`config.mk`:
```
export PLATFORM = sky130hd
export DESIGN_NAME = log_product_accumulator
export DESIGN_NICKNAME = d
export VERILOG_FILES = /design/src/rtl/log_product_accumulator.sv
export SDC_FILE = /design/constraint.sdc
export NUM_CORES = 1
export LEC_CHECK = 0
export CAP_MARGIN = 20
export CORE_MARGIN = 1.5
export CORE_UTILIZATION = 57
export CTS_CLUSTER_DIAMETER = 120
export DETAILED_ROUTE_END_ITERATION = 16
export PLACE_DENSITY_LB_ADDON = 0.1
export SYNTH_ARGS = -nofsm -noshare
export SYNTH_HDL_FRONTEND = slang
export SYNTH_SLANG_ARGS = --single-unit
export TNS_END_PERCENT = 5
```
`constraint.sdc`:
```
create_clock -name clk -period 7 [get_ports clk]
set_input_delay 1.4 -clock clk [delete_from_list [all_inputs] [get_ports clk]]
set_output_delay 1.4 -clock clk [all_outputs]
set_load 0.1 [all_outputs]
```
`src/rtl/log_product_accumulator.sv`:
```
// log_product_accumulator
// Sums BURST_LEN approximate products from log_multiplier1 into one unsigned,
// saturating result. Products flagged as coming from a zero operand count as 0.
// Input side accepts while accumulating; the finished result is then held
// with out_valid until the consumer takes it.
module log_product_accumulator #(
  parameter int PROD_W    = 34,
  parameter int ACC_W     = 40,
  parameter int BURST_LEN = 8
) (
  input  logic                             clk,
  input  logic                             rst_n,
  input  logic                             clear,
  input  logic                             in_valid,
  output logic                             in_ready,
  input  logic [PROD_W-1:0]                in_product,
  input  logic                             in_zero1,
  input  logic                             in_zero2,
  output logic                             out_valid,
  input  logic                             out_ready,
  output logic [ACC_W-1:0]                 out_sum,
  output logic                             out_sat,
  output logic [$clog2(BURST_LEN+1)-1:0]   out_zero_cnt
);

  localparam int CNT_W = $clog2(BURST_LEN + 1);
  localparam logic [CNT_W-1:0] LAST_BEAT = CNT_W'(BURST_LEN - 1);
  localparam logic [ACC_W-1:0] ACC_MAX   = {ACC_W{1'b1}};

  typedef enum logic {
    ACCUM = 1'b0,
    HOLD  = 1'b1
  } state_t;

  state_t            state_q, state_d;
  logic [ACC_W-1:0]  acc_q, acc_d;
  logic [CNT_W-1:0]  cnt_q, cnt_d;
  logic [CNT_W-1:0]  zero_cnt_q, zero_cnt_d;
  logic              sat_q, sat_d;

  logic              accept;
  logic              release_res;
  logic              last_beat;
  logic              is_zero;
  logic [ACC_W:0]    term_ext;
  logic [ACC_W:0]    sum_full;

  // clear wins over everything, so nothing is accepted or released in that cycle
  assign accept      = (state_q == ACCUM) && in_valid && !clear;
  assign release_res = (state_q == HOLD) && out_ready && !clear;
  assign last_beat   = accept && (cnt_q == LAST_BEAT);
  assign is_zero     = in_zero1 | in_zero2;

  // One extra bit on the adder exposes the overflow used for clamping
  assign term_ext = is_zero ? '0 : (ACC_W+1)'(in_product);
  assign sum_full = {1'b0, acc_q} + term_ext;

  // State register
  always_ff @(posedge clk or negedge rst_n) begin
    if (!rst_n) begin
      state_q <= ACCUM;
    end else begin
      state_q <= state_d;
    end
  end

  // Next-state: finish a burst on its last accept, leave HOLD on handshake
  always_comb begin
    state_d = state_q;
    if (clear) begin
      state_d = ACCUM;
    end else begin
      case (state_q)
        ACCUM:   if (last_beat)   state_d = HOLD;
        HOLD:    if (release_res) state_d = ACCUM;
        default:                  state_d = ACCUM;
      endcase
    end
  end

  // Outputs: handshake flags from state, result fields masked outside HOLD
  always_comb begin
    in_ready     = (state_q == ACCUM);
    out_valid    = (state_q == HOLD);
    out_sum      = out_valid ? acc_q      : '0;
    out_sat      = out_valid ? sat_q      : 1'b0;
    out_zero_cnt = out_valid ? zero_cnt_q : '0;
  end

  // Accumulator next-state: zero on clear/release, saturating add on accept
  always_comb begin
    acc_d      = acc_q;
    cnt_d      = cnt_q;
    zero_cnt_d = zero_cnt_q;
    sat_d      = sat_q;
    if (clear || release_res) begin
      acc_d      = '0;
      cnt_d      = '0;
      zero_cnt_d = '0;
      sat_d      = 1'b0;
    end else if (accept) begin
      cnt_d      = cnt_q + CNT_W'(1);
      zero_cnt_d = zero_cnt_q + CNT_W'(is_zero);
      // once clamped the sum stays pinned at max until the burst ends
      if (sat_q || sum_full[ACC_W]) begin
        acc_d = ACC_MAX;
        sat_d = 1'b1;
      end else begin
        acc_d = sum_full[ACC_W-1:0];
      end
    end
  end

  // Accumulator registers
  always_ff @(posedge clk or negedge rst_n) begin
    if (!rst_n) begin
      acc_q      <= '0;
      cnt_q      <= '0;
      zero_cnt_q <= '0;
      sat_q      <= 1'b0;
    end else begin
      acc_q      <= acc_d;
      cnt_q      <= cnt_d;
      zero_cnt_q <= zero_cnt_d;
      sat_q      <= sat_d;
    end
  end

endmodule

```
== Word-level counts from Yosys, hierarchy flattened ==
Index checks and enable logic that the tools add are counted.

* Shifts and indexed selects: 0
* Multiply operators: 0
* Bitwise operators: 2
* Muxes and demuxes: 18
* Divide/modulo/power cells: 0
* Reductions and logical operators: 11
* Magnitude comparators: 0
* Equality and inequality tests: 1
* Add/subtract/negate cells: 3

{| class="wikitable"
|+ Operator list
! operator !! number
|-
| $mux 40 || 4
|-
| $add 40x34->41 || 1
|-
| $mux 34 || 1
|-
| $mux 4 || 5
|-
| $mux 1 || 7
|-
| $logic_and 1x1->1 || 5
|-
| $add 4x1->4 || 1
|-
| $add 4x1->4 const B || 1
|-
| $eq 4x3->1 const B || 1
|-
| $reduce_bool 2->1 || 2
|-
| $logic_or 1x1->1 || 2
|-
| $pmux 1 s2 || 1
|-
| $reduce_and 2->1 || 1
|-
| $logic_not 1->1 || 1
|-
| $not 1->1 || 1
|-
| $or 1x1->1 || 1
|}

* Logic and storage cells: 40
* Output and inout port bits: 47
* Latch bits: 0
* Memories kept: 0
* ROM bits: 0
* Bits in registers: 50
* Input port bits: 41
* Memory bits (writable): 0

== Depth between registers and ports, before layout ==
* Depth in word-level cells: 7
* Mapped depth: 15
* Gate-level depth less buffers: 13

== Worst setup path before layout ==
No wires, ideal clock.

* Path kind: input -> register
* Start point: input port in_zero2
* End point: register acc_q[37]
* Required time: 6.880 ns
* Slack: 2.718 ns
* Setup time: 0.120 ns
* Data arrival time: 4.162 ns
* Path buffers: 1
* Stages: 14
* Cells stage by stage: nor2_1 > clkbuf_1 > and2_1 > ha_1 > fa_1 > a21oi_1 > nor2_1 > o211ai_1 > and3_1 > a21oi_2 > a31o_2 > a21oi_1 > or3b_1 > and3_1

* Cells in the longest elaborated chain, start to end: 7

{| class="wikitable"
|+ RTL lines
! what !! line !! RTL
|-
| start, declared || 18 || <nowiki>input logic in_zero2,</nowiki>
|-
| $or 1x1->1 (*) || 52 || <nowiki>assign is_zero = in_zero1 | in_zero2;</nowiki>
|-
| $mux 34 (*) || 55 || <nowiki>assign term_ext = is_zero ? '0 : (ACC_W+1)'(in_product);</nowiki>
|-
| $add 40x34->41 (*) || 56 || <nowiki>assign sum_full = {1'b0, acc_q} + term_ext;</nowiki>
|-
| $logic_or 1x1->1 || 105 || <nowiki>if (sat_q || sum_full[ACC_W]) begin</nowiki>
|-
| $mux 40 (*) || 105 ||
|-
| $mux 40 (*) || 101 || <nowiki>end else if (accept) begin</nowiki>
|-
| $mux 40 (*) || 96 || <nowiki>if (clear || release_res) begin</nowiki>
|-
| end signal, assigned || 117 || <nowiki>acc_q <= '0;</nowiki>
|-
| end signal, assigned || 122 || <nowiki>acc_q <= acc_d;</nowiki>
|-
| end, declared || 36 || <nowiki>logic [ACC_W-1:0] acc_q, acc_d;</nowiki>
|}

Every way passes the cells marked *; elsewhere a longest branch is shown, timed or not. The select of a mux whose other input is x is not followed.
A chain may end at the register's enable or synchronous reset.

== Worst setup path after layout ==
* Start point: input port in_zero2
* End point: register acc_q[3]

Same word-level chain as after synthesis.

==> impl_results.md <==
* Status: completed
* H-tree Lvls at 2
* CP Data Arrival Time at 5.63 ns
* Setup_tns at 0 ns
* Final Power at 715.7 uW
* Die Wd at 90.25 um
* First-pass GRT wire length at 18770 um
* Mean Syn Cell Area at between 8 and 9 um2
* Vias in the first global route at 3960
* Crit path max-delay family: compound AO/OA/AOI/OAI gates
* Critical path fanouts, max at 25
* Layout cells sized above 1 at 5.603%
* Post-synth cell types at 55
* Number of synthesized flops with an enable pin at 0
* Row count at 31
* Async set-reset flop share out of synthesis at 100.0%
* CP Cell Sequence: clkdlybuf4s50_1 -> nor2_1 -> buf_4 -> and2_1 -> ha_1 -> a21oi_1 -> nor2_1 -> o211ai_1 -> and3_1 -> a21oi_2 -> a31o_2 -> a21oi_2 -> buf_4 -> o21ai_0 -> a22o_1
* Worst vdd ir at 0.1105 mV
* Synth area leaders: dfrtp_1 29%, and2_1 12%, ha_1 11%
* CTS root buf: clkbuf_8
* Total CTS buffers at 5
* CP endpoint kind: flop
* Worst Path Required at 7.21 ns
* Net count after synthesis at slightly below 600
* RSZ-0062 raised after global routing: false
* Reg area at between 1000 and 1500 um2
* Max Cap Violations at 0
* CP max-delay cell: nor2_1
* Drt wl/cell at 16.21 um
* Hold path start: acc_q[18]
* Top cell type's share of synthesized area at 28.84%
* Die Ht at 90.25 um
* CORE AREA at 7292 um2
* Dpl ws at approximately 1.1 ns
* Crit start category: input pin
* Layout Nets at 667
* Fmax at 0.1843 GHz
* Slew Viols, Final at 0
* Final ANT Viol Nets at 0
* Cts repair resizes at 0
* Pwr Density at 132.7 nW/um2
* N_diodes at 0
* Drt pass-1 iters at 5
* Clock transition at path regs at 0.10 ns
* Post-CTS Hold Fix Bufs at 0
* Initial core utilization at about 60%
* Residual DRC at 0
* CTS tree: built
* Reg2reg start: acc_q[0]
* Maximum number of pins on one net before global-route repair at 70
* GRT Resource Usage Total at 27.84%
* Pleak at 2.456 nW
* Clk sinks at 50
* Grt total ovfl at 0
* Antenna violations before repair at 0
* Area of the multi-input gates at between 2000 and 3000 um2
* Min Tclk post-route at 5.425 ns
* Finish-stage setup viols at 0
* Kind of critical path: in -> reg
* Yosys warning count at 0
* Netlist Area Pre-Place at 4339 um2
* Max incr delay on CP at 0.62 ns
* Port-buffer cells at 87
* Skew final at 0.01519 ns
* Iter 0 DRT Violations at ~260
* Maximum buffer depth of the clock tree at 2
* Final-report hold violation count at 0
* Hold Crit Depth at 1
* Final WL at 11150 um
* Fin crit share at 77.50%
* Final Worst Setup Slack at about 1.6 ns
* HPWL after detailed placement at 7810 um
* Slew HR at 33.25%
* Area Growth Syn to Fin at 24.25%
* Main flop type after synthesis: dfrtp_1
* Clock Latency Late Sink at 0.32 ns
* Crit path depth at 15
* Dpl cells at 679
* Vias at about 4000
* Sequential cell area fraction in the yosys report at 28.84%
* Die Footprint at 8145 um2
* Post-CTS setup buffer count at 0
* Final Wtd Congestion at 0.9094
* Synthesized flop and latch total at 50
* Worst-margin pin slew at between 0.9 and 1 ns
* Cells after synthesis at about 500
* Fillers at 580
* Reg2reg path depth at 12
* Most area-hungry cell type in the Yosys netlist: dfrtp_1
* I/O pins at 88
* Via density at 5.946
* Hold Crit Class: reg -> reg
* Worst Setup SP: in_zero2
* Fin cells at between 600 and 700
* Crit path buffers/inverters at 3
==> synth_stat cells (3+ instances only) <==
| library cell | number |
|---|---|
| dfrtp_1 | 50 |
| and3_1 | 9 |
| clkbuf_1 | 20 |
| a21o_1 | 9 |
| ha_1 | 37 |
| nand2b_1 | 3 |
| a31oi_1 | 20 |
| o211ai_1 | 3 |
| o21bai_1 | 7 |
| nand4_1 | 6 |
| nand2_1 | 36 |
| xor2_1 | 18 |
| nand3_1 | 8 |
| nor2_1 | 27 |
| o21a_1 | 4 |
| nor3_1 | 5 |
| and2_1 | 82 |
| o21ai_1 | 3 |
| o21ai_0 | 16 |
| a21oi_1 | 61 |
| inv_1 | 12 |
| buf_2 | 4 |
| xnor2_1 | 17 |
| a22o_1 | 16 |
==> path summary, 6_finish.rpt <==
path	to	slack [ns]
min in group asynchronous	acc_q[24]	1.19
max in group asynchronous	acc_q[31]	5.36
hold / removal	acc_q[18]	0.54
setup reg to reg	acc_q[3]	3.41
hold reg to reg	acc_q[18]	0.54
setup / recovery	acc_q[3]	1.57
==> cells in the final DEF (no fill, tap or decap), types with 3 or more instances in the layout <==
master	n
a22o_1	16
a21oi_1	59
a21o_1	9
clkdlybuf4s50_1	86
and3_1	9
nor3_1	5
a31oi_1	20
o21bai_1	7
nor2_1	27
nand2b_1	3
ha_1	37
nand4_1	6
and2_1	82
nand3_1	8
nand2_1	36
clkbuf_8	5
inv_1	12
o21a_1	4
xor2_1	18
o21ai_1	3
dfrtp_1	50
a21oi_2	4
buf_4	8
o21ai_0	16
xnor2_1	17
o211ai_1	3
==> cell type report <==
type                    instances  share of cell area (%)
clock buffers                   5                   1.276
clock inverters                 3                  0.4409
inverters                      12                  0.8355
multi-input cells             424                   54.77
flip-flops and latches         50                   23.21
well taps                      99                   2.298
repair buffers                 95                   17.17
==> kinds of logic (layout without fill, tap and decap cells) <==
logic type	count (synthesis)	in the layout	share of synthesized area, %
AOI/OAI and AO/OA	168	168	26.99
muxes	1	1	0.2595
and+or+nand+nor	182	182	22.32
DFF	50	50	28.84
adders and majority gates	38	38	11.13
xor gates and xnor gates	35	35	7.064
buffers and inverters	37	115	3.403
==> sequential cells by signal, summed over array words and instances (netlist names) <==
register	cells
acc_q	40
cnt_q	4
out_valid	1
sat_q	1
zero_cnt_q	4
==> stage by stage <==
step                hold slack [ns]  util [%]  instance area [um2]
floorplan                    0.4733         -                 4339
global placement             0.5105     72.56                 5291
detailed placement           0.5195     72.56                 5291
CTS                          0.5461     73.83                 5384
global route                 0.5679     73.94                 5391
finish                       0.5447     73.94                 5391
==> power by group <==
group	internal [mW]	leakage [nW]	switching (mW)
Clock	0.0719	0.0408	0.112
Combinational	0.0911	1.75	0.112
Sequential	0.310	0.663	0.0187
==> routing by layer <==
metal  global-route usage [%]  part of all wire, %
met5                        0                    0
met4                    8.466                  1.5
met3                    4.125                  6.2
met2                    47.22                   48
met1                    36.68                   44
No activity file was read; power rests on OpenSTA's default activity.
